**config.mk**
```make
export PLATFORM = sky130hd
export DESIGN_NAME = func_eval_unit
export DESIGN_NICKNAME = d
export VERILOG_FILES = /design/src/rtl/func_eval_pkg.sv /design/src/rtl/func_eval_unit_interp.sv /design/src/rtl/func_eval_unit.sv
export SDC_FILE = /design/constraint.sdc
export NUM_CORES = 1
export LEC_CHECK = 0
export CAP_MARGIN = 20
export CORE_MARGIN = 2
export CORE_UTILIZATION = 53
export DETAILED_ROUTE_END_ITERATION = 16
export PLACE_DENSITY = 0.71
export SETUP_SLACK_MARGIN = 0.2
export SLEW_MARGIN = 25
export SYNTH_ARGS = -nofsm -noshare
export SYNTH_HDL_FRONTEND = slang
export SYNTH_HIERARCHICAL = 1
export SYNTH_SLANG_ARGS = --single-unit
```
**constraint.sdc**
```tcl
create_clock -name clk -period 10.9 [get_ports clk]
set_input_delay 2.18 -clock clk [delete_from_list [all_inputs] [get_ports clk]]
set_output_delay 2.18 -clock clk [all_outputs]
set_load 0.005 [all_outputs]
```
**src/rtl/func_eval_pkg.sv**
```systemverilog
// Shared types and default widths for the table-interpolating function evaluator.
package func_eval_pkg;

  typedef enum logic [2:0] {
    IDLE    = 3'd0,
    FETCH_A = 3'd1,
    FETCH_B = 3'd2,
    INTERP  = 3'd3,
    OUT     = 3'd4
  } fe_state_e;

  localparam logic [1:0] FN_0 = 2'd0;
  localparam logic [1:0] FN_1 = 2'd1;
  localparam logic [1:0] FN_2 = 2'd2;
  localparam logic [1:0] FN_3 = 2'd3;

  localparam int FE_X_W      = 8;
  localparam int FE_SEG_BITS = 4;
  localparam int FE_TW       = 16;
  localparam int FE_TI       = 8;
  localparam int FE_FB       = FE_X_W - FE_SEG_BITS;
  localparam int FE_TF       = FE_TW - FE_TI;
  localparam int FE_AW       = 2 + FE_SEG_BITS;

endpackage

```
**src/rtl/func_eval_unit_interp.sv**
```systemverilog
// Combinational linear interpolation y = a + ((b-a)*t >>> FB).
module fe_interp_dp
  import func_eval_pkg::*;
#(
  parameter int TW = FE_TW,
  parameter int FB = FE_FB
) (
  input  logic [TW-1:0] a,
  input  logic [TW-1:0] b,
  input  logic [FB-1:0] t,
  output logic [TW-1:0] y
);

  logic signed [TW:0]    diff;
  logic signed [TW+FB:0] prod;
  logic signed [TW+FB:0] sh;

  assign diff = $signed({1'b0, b}) - $signed({1'b0, a});
  assign prod = $signed({{FB{diff[TW]}}, diff})
              * $signed({{(TW+1){1'b0}}, t});
  // result lies between a and b, so the low TW bits are exact
  assign sh   = prod >>> FB;
  assign y    = a + sh[TW-1:0];

endmodule

```
**src/rtl/func_eval_unit.sv**
```systemverilog
// Four-function table evaluator with ROM fetch and linear interpolation.
// Optional partial scan chain on state/A/B via `define SCAN_CHAIN_EN.
module func_eval_unit
  import func_eval_pkg::*;
#(
  parameter int X_W      = FE_X_W,
  parameter int SEG_BITS = FE_SEG_BITS,
  parameter int TW       = FE_TW,
  parameter int TI       = FE_TI
) (
  input  logic                  clk,
  input  logic                  rst,
  input  logic                  start,
  input  logic [1:0]            func,
  input  logic [X_W-1:0]        x,
  output logic                  busy,
  output logic                  done,
  output logic [SEG_BITS+1:0]   addr,
  input  logic [TW-1:0]         tableData,
`ifdef SCAN_CHAIN_EN
  input  logic                  NbarT,
  input  logic                  si,
  output logic                  so,
`endif
  output logic [TI-1:0]         resultIPart,
  output logic [TW-TI-1:0]      resultFPart
);

  localparam int FB = X_W - SEG_BITS;
  localparam int TF = TW - TI;

  fe_state_e           state;
  logic [1:0]          f_q;
  logic [SEG_BITS-1:0] i_q;
  logic [FB-1:0]       t_q;
  logic [TW-1:0]       a_q;
  logic [TW-1:0]       b_q;
  logic [TW-1:0]       res_q;
  logic [TW-1:0]       b_nxt;
  logic [TW-1:0]       y;
  logic                last;

  assign last  = (i_q == {SEG_BITS{1'b1}});
  assign b_nxt = last ? a_q : tableData;

  fe_interp_dp #(.TW(TW), .FB(FB)) u_dp (
    .a (a_q),
    .b (b_nxt),
    .t (t_q),
    .y (y)
  );

`ifdef SCAN_CHAIN_EN
  localparam int CL = 3 + 2*TW;
  logic [CL-1:0] chain;
  logic [CL-1:0] chain_sh;
  assign chain    = {state, a_q, b_q};
  assign chain_sh = {si, chain[CL-1:1]};
  assign so       = b_q[0];
`endif

  always_ff @(posedge clk) begin
    if (rst) begin
      state <= IDLE;
      busy  <= 1'b0;
      done  <= 1'b0;
      addr  <= '0;
      f_q   <= '0;
      i_q   <= '0;
      t_q   <= '0;
      a_q   <= '0;
      b_q   <= '0;
      res_q <= '0;
    end
`ifdef SCAN_CHAIN_EN
    else if (NbarT) begin
      state <= fe_state_e'(chain_sh[CL-1:CL-3]);
      a_q   <= chain_sh[2*TW-1:TW];
      b_q   <= chain_sh[TW-1:0];
      done  <= 1'b0;
    end
`endif
    else begin
      done <= 1'b0;
      case (state)
        IDLE: begin
          if (start) begin
            f_q   <= func;
            i_q   <= x[X_W-1:FB];
            t_q   <= x[FB-1:0];
            addr  <= {func, x[X_W-1:FB]};
            busy  <= 1'b1;
            state <= FETCH_A;
          end
        end
        FETCH_A: begin
          // clamp at the top segment instead of wrapping
          addr  <= last ? {f_q, i_q}
                        : {f_q, i_q + SEG_BITS'(1)};
          state <= FETCH_B;
        end
        FETCH_B: begin
          a_q   <= tableData;
          state <= INTERP;
        end
        INTERP: begin
          b_q   <= b_nxt;
          res_q <= y;
          done  <= 1'b1;
          state <= OUT;
        end
        OUT: begin
          busy  <= 1'b0;
          state <= IDLE;
        end
        default: begin
          busy  <= 1'b0;
          state <= IDLE;
        end
      endcase
    end
  end

  assign resultIPart = res_q[TW-1:TF];
  assign resultFPart = res_q[TF-1:0];

endmodule
```
==> metrics.txt <==
Max VDD drop about 120 uV; worst setup path start tableData[1]; commonest non-fill, non-tap cells in the layout nand2_1, inv_1, a21oi_1; minimum clock period approximately 9.3 ns; area of the mapped netlist just under 6000 um2; Avg Synthesized Cell Area about 8 um2; largest net degree at the start of global routing 54; vias per cell about 5.5; Residual DRC 0; critical path's top delay family compound AO/OA/AOI/OAI gates; Final Max Tran Viols 0; Clock Latency Late Sink just over 0.3 ns; Lkg Pwr 2.94 nW; Internal Power 0.419 mW; Slew @ Worst Pin roughly 0.99 ns; Synth area leader dfxtp_1; starting density of the core 0.547; Crit Reg-Reg Endpoint res_q[15]; RD Place Congestion between 0.8 and 0.9; reg2reg setup slack between 2 and 3 ns; post_cts resized 0; Synth Area in XOR/XNOR 0.0611; H-Tree Depth 2; PortBufs 52; drt total wl roughly 14000 um; simple-gate portion of the synthesized area 0.232; CTS tree built; initial DRC count 223; antenna violation net count after detailed routing 0; diode count 0; vias in the first global route about 5000; Die W roughly 110 um; mux cell area share after synthesis 0.0319; most common cell after layout, fill and taps aside nand2_1; hold buffer count at CTS 0; Slew headroom 0.340; Syn Nets a little under 900; Max Cap Violations 0; initial antenna violation count 0; hold path start res_q[2]; largest family of logic cells by synthesized area adder cells; Mapped Cells 745; maximum fanout along the worst path 4; Hold Crit Endpoint res_q[2]; Die Y roughly 110 um; Crit path largest cell delay 0.54 ns; Worst R2R Path Depth 34; CTS max path bufs 2; fin nets between 900 and 1000; top cells by area, synth dfxtp_1, ha_1, fa_1, nand2_1, a21oi_1; Setup Fix Bufs, Post-CTS 0; CP endpoint kind flop; sequential share of power 0.329; Boundary Pins 53; Sw Ratio 0.390; Worst Clk Skew around 0.0073 ns; Synth Area in Compound Gates 0.160; Layout area overhead 10.9%; gr ovfl total 0; flops & latches, synth between 50 and 60; root buffer cell clkbuf_8; number of flops mapped to enable cells by yosys 0; share of cells above drive strength 1 0.0580; clk sink count 53; P_sw 0.268 mW; site row count 38; Pre-antenna DRT Iters 4; hold path depth 2; post-synthesis sequential area ratio 0.178; Final Hold Viols 0; Startpoint Class input port; CP Class in -> reg; Ys Warns 6; fmax around 110 MHz; total track usage 0.239; TNS Setup 0 ns; clock power share 0.203; Synth top area share 0.178; Gate power share 0.468; CTS buffer count 5; Crit-path slowest cell fa_1; post-DP HPWL between 10000 and 15000 um; Setup-failing EPs final 0; status finished clean; setup ws final 1.58 ns; Pwr Density ~100 nW/um2; Netlist cell types 69; fin crit share 0.855; final core occ 0.607; Synth Flop Type dfxtp_1; Worst Path Required ~11 ns; Buffers & Inverters on Critical Path 3; unrepaired setup endpoints after global routing no; Critical Path AT 9.48 ns; Post-Synth Adder-Cell Area 0.254; wire per inst 14.9 um; ys async rst share 0; Reg-to-Reg Start i_q[0]; Std-Cell Core Area ~11000 um2; min-delay worst type reg -> reg; Die Footprint roughly 12000 um2; Vias between 5000 and 6000; clock transition at the registers of the reported paths around 0.10 ns; first-pass GRT wire length between 20000 and 25000 um; Setup WS pre-CTS between 1 and 1.5 ns
cell families (layout without fill, tap and decap cells):
kind of cell | Yosys count | count (layout)
compound gates | 149 | 149
buf+inv | 119 | 150
flops | 53 | 53
mux | 17 | 17
fa+ha+maj | 101 | 101
xor+xnor | 40 | 40
simple gates | 266 | 266
sequential cells by signal (all words and copies together), names as in the netlist:
register,flops
a_q,16
addr,6
busy,1
done,1
f_q,2
i_q,4
res_q,16
state,3
t_q,4
synth_stat cells, types with 3 or more instances:
cell type / n
dfxtp_1: 53
nand2_1: 113
xnor2_1: 24
a21oi_1: 73
a21o_1: 11
buf_2: 5
nand3b_1: 4
nor2_1: 34
nor3b_1: 5
o211ai_1: 8
buf_6: 3
nor2b_1: 14
a211oi_1: 6
o31a_1: 4
nand2b_1: 6
o21a_1: 8
a31oi_1: 9
clkbuf_1: 15
or2_2: 5
nor3_1: 14
fa_1: 33
nor4_1: 4
inv_1: 90
buf_4: 3
and2_1: 36
ha_1: 68
nand3_1: 5
mux2_2: 16
xor2_1: 15
o21ai_0: 11
a21oi_2: 3
or3_1: 3
worst min-delay path: cells and delay by family (launching register included):
family	cells	cell delay [ns]
DFF	1	0.32
and+or+nand+nor	1	0.05
AOI/OAI and AO/OA	1	0.05
power by group through the flow:
| stage | Clock (mW) | Combinational [mW] | Sequential, mW |
|---|---|---|---|
| after floorplan | 0 | 0.246 | 0.219 |
| after global placement | 0 | 0.308 | 0.229 |
| after detailed placement | 0 | 0.316 | 0.230 |
| after CTS | 0.144 | 0.319 | 0.226 |
| after global routing | 0.149 | 0.363 | 0.229 |
| final | 0.139 | 0.321 | 0.226 |
stage by stage:
step,cell area (um2),cells,power [mW],hold slack [ns]
floorplan,5960,745,0.465,0.435
global placement,6490,908,0.537,0.446
detailed placement,6490,908,0.546,0.447
CTS,6610,916,0.688,0.460
global route,6610,916,0.740,0.473
finish,6610,916,0.686,0.457
layout make-up:
cell class	instances	area, um2
clock buffer	7	86.3
clock inverter	1	30.0
fill	1023	4280
inverter	90	338
multi-input combinational	573	4400
sequential	53	1060
tap	140	175
timing repair buffer	52	515
worst max path at each step:
stage | to | depth (start not counted) | slack (ns)
3_5_place_dp | res_q[15] | 33 | 1.30
2_1_floorplan | res_q[15] | 30 | 2.43
4_1_cts | res_q[15] | 33 | 1.64
3_3_place_gp | res_q[15] | 33 | 1.52
5_1_grt | res_q[15] | 33 | 1.07
6_report | res_q[15] | 33 | 1.58
layer usage:
| layer | global-route usage | wire length (um) | up-vias |
|---|---|---|---|
| li1 | - | - | 2553 |
| met1 | 0.336 | 6830 | 2372 |
| met2 | 0.387 | 6130 | 97 |
| met3 | 0.0300 | 492 | 15 |
| met4 | 0.0615 | 195 | 0 |
| met5 | 0 | 0 | - |
Note: power is estimated with default switching activity, not from simulation.
==> RTL edit 1, RTL diff (config.mk and constraints unchanged) <==
The package constant `FE_TW` goes from 16 to 18.
--- a/src/rtl/func_eval_pkg.sv
+++ b/src/rtl/func_eval_pkg.sv
@@ -18,3 +18,3 @@
   localparam int FE_SEG_BITS = 4;
-  localparam int FE_TW       = 16;
+  localparam int FE_TW       = 18;
   localparam int FE_TI       = 8;
Interface: changed (resized resultFPart and tableData); port bits go from 53 to 57. No check against the original RTL was run, so the function may have changed too.
==> RTL edit 1 against the original RTL <==
  * Hold slack got worse by 0.0027 ns
  * Fmax decreased by 6.1%
  * Sequential cell count rose by 4
  * Routed wire length rose by 11%
  * Design area grew 9.6%
  * Highest routed layer unchanged
  * Synthesized area up 5.7%
  * First-iteration DRC count down 9.9%
  * Total power is 30% higher
  * Worst setup slack worse by 0.60 ns
  * Largest power group unchanged
==> RTL edit 1: results (changes against the original RTL) <==
\begin{tabular}{lr}
\hline
Metric & Value \\
\hline
\multicolumn{2}{l}{\textbf{Placement}} \\
Placed Cells incl. Taps & 967 (+6.5\%) \\
Final RePlAce weighted congestion & 0.896 (+0.79\%) \\
Setup slack after placement & 0.713 ns (-0.588 ns) \\
Input/output buffers & 56 (+7.7\%) \\
Post-place instance area & 0.00691 mm\^{}2 (+6.5\%) \\
\multicolumn{2}{l}{\textbf{Worst setup path}} \\
Worst path max stage delay & 0.66 ns (+0.12 ns) \\
Slowest cell on crit path & sky130\_fd\_sc\_hd\_\_a2111oi\_0 \\
\multicolumn{2}{l}{\textbf{GRT}} \\
Wire length of the first global-routing pass & 25500 um (+11\%) \\
Largest net degree at the start of global routing & 58 (+7.4\%) \\
GR Layer Usage met2 & 0.432 (+0.0450) \\
\multicolumn{2}{l}{\textbf{Synth}} \\
Synth Net Count & 936 (+7.0\%) \\
Number of distinct library cells after synthesis & 59 (-14\%) \\
\multicolumn{2}{l}{\textbf{Outcome}} \\
Status & finished, final reports clean \\
\multicolumn{2}{l}{\textbf{CTS}} \\
Insertion delay to the later sink of the worst-skew pair & 0.34 ns (+0.03 ns) \\
CTS buffer count & 9 (+4) \\
Cell at the root of the clock tree & sky130\_fd\_sc\_hd\_\_clkbuf\_16 \\
\multicolumn{2}{l}{\textbf{Power}} \\
Combinational power share & 0.378 (-0.090) \\
Worst-case vdd ir drop & 0.111 mV (-3.6\%) \\
Switching part of the total power & 0.361 (-0.0294) \\
Power consumed by the clock network & 0.312 mW (+120\%) \\
Combinational cell power & 0.336 mW (+5\%) \\
\multicolumn{2}{l}{\textbf{STA}} \\
Layout Skew & 0.00684 ns (-0.000447 ns) \\
Transition at the pin with the smallest max-transition slack & 0.857 ns (-0.132 ns) \\
\multicolumn{2}{l}{\textbf{Finish}} \\
Registers with the highest flip-flop counts & a\_q (18), res\_q (18), addr (6) \\
\multicolumn{2}{l}{\textbf{Detailed routing}} \\
Routed via count divided by cell count & 5.44 (-0.99\%) \\
First-pass DRT Iterations & 5 (+1) \\
Metal1 wirelength & 6960 um (+1.9\%) \\
\hline
\end{tabular}
==> RTL edit 1: cell types whose count changed after synthesis, moves of 5 or more <==
cell | unedited run | this run
sky130_fd_sc_hd__o21ai_0 | 11 | 21
sky130_fd_sc_hd__buf_2 | 5 | 11
sky130_fd_sc_hd__mux2_2 | 16 | 0
sky130_fd_sc_hd__mux2_1 | 0 | 18
sky130_fd_sc_hd__nand2_1 | 113 | 129
sky130_fd_sc_hd__xnor2_1 | 24 | 34
sky130_fd_sc_hd__o211ai_1 | 8 | 0
sky130_fd_sc_hd__ha_1 | 68 | 75
sky130_fd_sc_hd__and2_1 | 36 | 47
sky130_fd_sc_hd__o21bai_1 | 1 | 6
sky130_fd_sc_hd__inv_1 | 90 | 100
sky130_fd_sc_hd__nand2b_1 | 6 | 12
==> RTL edit 1: worst paths after layout <==
check              endpoint  slack (ns)  cells after the start         start
hold / removal       f_q[0]        0.45                      2        f_q[0]
hold reg to reg      f_q[0]        0.45                      2        f_q[0]
setup / recovery  res_q[17]        0.98                     35  tableData[1]
setup reg to reg  res_q[17]        2.29                     36        i_q[0]
==> RTL edit 1: cells by family after synthesis <==
family / synth area share
simple gates: 0.222
compound gates: 0.144
buf+inv: 0.0832
fa+ha+maj: 0.267
flops: 0.181
xor+xnor: 0.0695
mux: 0.0338
==> RTL edit 1: critical path, delay by kind of cell <==
kind            cells  cell delay (ns)
mux                 1             0.36
buf+inv             4             0.76
xor+xnor            5             0.94
fa+ha+maj           6             2.23
compound gates     12             2.73
simple gates        7             1.00
==> RTL edit 1: final cells by class <==
cell class / count / area [um^2]
multi-input combinational: 608 / 4640
fill: 1036 / 4280
sequential: 57 / 1140
timing repair buffer: 59 / 581
inverter: 100 / 375
clock buffer: 9 / 225
tap: 143 / 179
clock inverter: 7 / 103
==> RTL edit 2, RTL diff (same settings) <==
Made on the original files. Add an input register stage for `start`, `func`, `x` and `tableData`, cleared by the reset; this delays them by one clock.
--- a/src/rtl/func_eval_unit.sv
+++ b/src/rtl/func_eval_unit.sv
@@ -31,2 +31,21 @@
 
+  logic start_q;
+  logic [1:0] func_q;
+  logic [X_W-1:0] x_q;
+  logic [TW-1:0] tableData_q;
+
+  always_ff @(posedge clk) begin
+    if (rst) begin
+      start_q     <= '0;
+      func_q      <= '0;
+      x_q         <= '0;
+      tableData_q <= '0;
+    end else begin
+      start_q     <= start;
+      func_q      <= func;
+      x_q         <= x;
+      tableData_q <= tableData;
+    end
+  end
+
   fe_state_e           state;
@@ -43,3 +62,3 @@
   assign last  = (i_q == {SEG_BITS{1'b1}});
-  assign b_nxt = last ? a_q : tableData;
+  assign b_nxt = last ? a_q : tableData_q;
 
@@ -86,7 +105,7 @@
         IDLE: begin
-          if (start) begin
-            f_q   <= func;
-            i_q   <= x[X_W-1:FB];
-            t_q   <= x[FB-1:0];
-            addr  <= {func, x[X_W-1:FB]};
+          if (start_q) begin
+            f_q   <= func_q;
+            i_q   <= x_q[X_W-1:FB];
+            t_q   <= x_q[FB-1:0];
+            addr  <= {func_q, x_q[X_W-1:FB]};
             busy  <= 1'b1;
@@ -102,3 +121,3 @@
         FETCH_B: begin
-          a_q   <= tableData;
+          a_q   <= tableData_q;
           state <= INTERP;
Behaviour: not the same (Yosys sat finds a counterexample within 4 cycles, from zero or initial values and one cycle with rst high).
==> RTL edit 2 against the original RTL <==
  * Hold slack worse by 0.022 ns
  * Synthesized area rose by 11%
  * Critical path depth did not move
  * Combinational power is 45% lower
  * Worst setup slack improved by 0.88 ns
  * Routed wire length grew 9.3%
  * Design area rose by 14%
  * Sequential cell count up 27
  * Total power grew 21%
  * Clock power grew 140%
  * Synthesized cell count is 7.7% higher
==> RTL edit 2: results (changes against the original RTL) <==
\begin{tabular}{lr}
\hline
Metric & Value \\
\hline
\multicolumn{2}{l}{\textbf{Synth}} \\
Fraction of the yosys area taken by sequential cells & 0.242 (+0.0639) \\
Most area-consuming cells after synthesis & sky130\_fd\_sc\_hd\_\_dfxtp\_1 24\%, sky130\_fd\_sc\_hd\_\_ha\_1 13\%, sky130\_fd\_sc\_hd\_\_fa\_1 10\% \\
Proportion of synthesized area in mux cells & 0.0287 (-0.00318) \\
Area fraction in compound gates after synthesis & 0.137 (-0.0228) \\
Most used standard cells in the synthesized netlist & 108 x sky130\_fd\_sc\_hd\_\_nand2\_1, 95 x sky130\_fd\_sc\_hd\_\_inv\_1, 80 x sky130\_fd\_sc\_hd\_\_dfxtp\_1 \\
Number of distinct library cells after synthesis & 68 (-1.4\%) \\
\multicolumn{2}{l}{\textbf{Placement}} \\
Final RePlAce weighted congestion & 0.866 (-2.6\%) \\
Sum of net half-perimeters after detailed placement & 11600 um (+9.1\%) \\
\multicolumn{2}{l}{\textbf{CTS}} \\
Cell at the root of the clock tree & sky130\_fd\_sc\_hd\_\_clkbuf\_16 \\
CTS clock-pin slew for the worst setup and hold paths & 0.06 ns (-0.04 ns) \\
CTS buffer count & 9 (+4) \\
CTS H-tree lvls & 3 (+1) \\
\multicolumn{2}{l}{\textbf{Detailed routing}} \\
Via count & 5441 (+8.0\%) \\
Routed wire length per instance & 14.7 um (-1.0\%) \\
Number of DRC markers after the initial detailed-route iteration & 298 (+34\%) \\
First-pass DRT Iterations & 7 (+3) \\
\multicolumn{2}{l}{\textbf{Worst setup path}} \\
Worst path max stage delay & 0.57 ns (+0.03 ns) \\
Depth of the most critical reg-to-reg path & 33 (-2.9\%) \\
Startpoint types & flip-flop \\
WP data arrival & 8.61 ns (-0.87 ns) \\
\multicolumn{2}{l}{\textbf{GRT}} \\
GRT Overall Usage & 0.240 (+0.00105) \\
Wire length of the first global-routing pass & 25700 um (+12\%) \\
Number of global-route vias before repair & 5533 (+11\%) \\
\multicolumn{2}{l}{\textbf{STA}} \\
Smallest hold slack & 0.435 ns (-0.0216 ns) \\
Worst slew margin relative to its limit & 0.420 (+0.0799) \\
Layout Skew & 0.00478 ns (-0.00250 ns) \\
\multicolumn{2}{l}{\textbf{Finish}} \\
Fill cell total of the finished layout & 1080 (+5.6\%) \\
\multicolumn{2}{l}{\textbf{Power}} \\
Leak & 3.25 nW (+11\%) \\
\multicolumn{2}{l}{\textbf{Outcome}} \\
Status & finished, final reports clean \\
\hline
\end{tabular}
[RTL edit 2: worst min-delay path by stage]
stage / from / end
detailed placement: x_q[3] / t_q[3]
global placement: x_q[3] / t_q[3]
finish: x_q[3] / t_q[3]
floorplan: x_q[0] / t_q[0]
global route: x_q[3] / t_q[3]
CTS: x_q[3] / t_q[3]
[RTL edit 2: routing by layer]
| layer | vias to the layer above | share of wire | global-route usage |
|---|---|---|---|
| li1 | 2726 | - | - |
| met1 | 2551 | 0.48 | 0.326 |
| met2 | 137 | 0.47 | 0.406 |
| met3 | 27 | 0.034 | 0.0267 |
| met4 | 0 | 0.015 | 0.0675 |
| met5 | - | 0 | 0 |
[RTL edit 2: logic make-up after synthesis]
group / Yosys count
and+or+nand+nor: 301
AOI/OAI and AO/OA: 139
buffers and inverters: 123
adders and majority gates: 101
DFF: 80
xor gates and xnor gates: 41
muxes: 17
[RTL edit 2: metrics by stage]
step | cells | setup WS, ns | cell area (um^2)
3_3_place_gp | 996 | 2.99 | 7210
2_1_floorplan | 802 | 3.75 | 6620
3_5_place_dp | 996 | 2.60 | 7210
6_report | 1011 | 2.47 | 7550
4_1_cts | 1011 | 2.51 | 7550
5_1_grt | 1011 | 1.91 | 7550
[RTL edit 2: cell type report]
class,instances,area [um^2],area share
Timing Repair Buffer,53,523,0.0693
Multi-Input combinational cell,599,4510,0.598
Clock inverter,3,90.1,0.0119
Tap cell,168,210,0.0279
Clock buffer,12,246,0.0327
Inverter,96,360,0.0478
Sequential cell,80,1600,0.212
[RTL edit 2: worst max-delay path: cells and delay by family (launching register included)]
kind	cells	cell delay (ns)
buffers and inverters	2	0.10
and+or+nand+nor	9	2.00
adders and majority gates	7	2.50
xor gates and xnor gates	3	0.86
AOI/OAI and AO/OA	11	1.95
DFF	1	0.40
muxes	1	0.46
[RTL edit 2: where the power goes]
group / total (mW) / switching [mW] / internal (mW)
Clock: 0.338 / 0.110 / 0.229
Combinational: 0.177 / 0.101 / 0.0759
Sequential: 0.317 / 0.0129 / 0.304
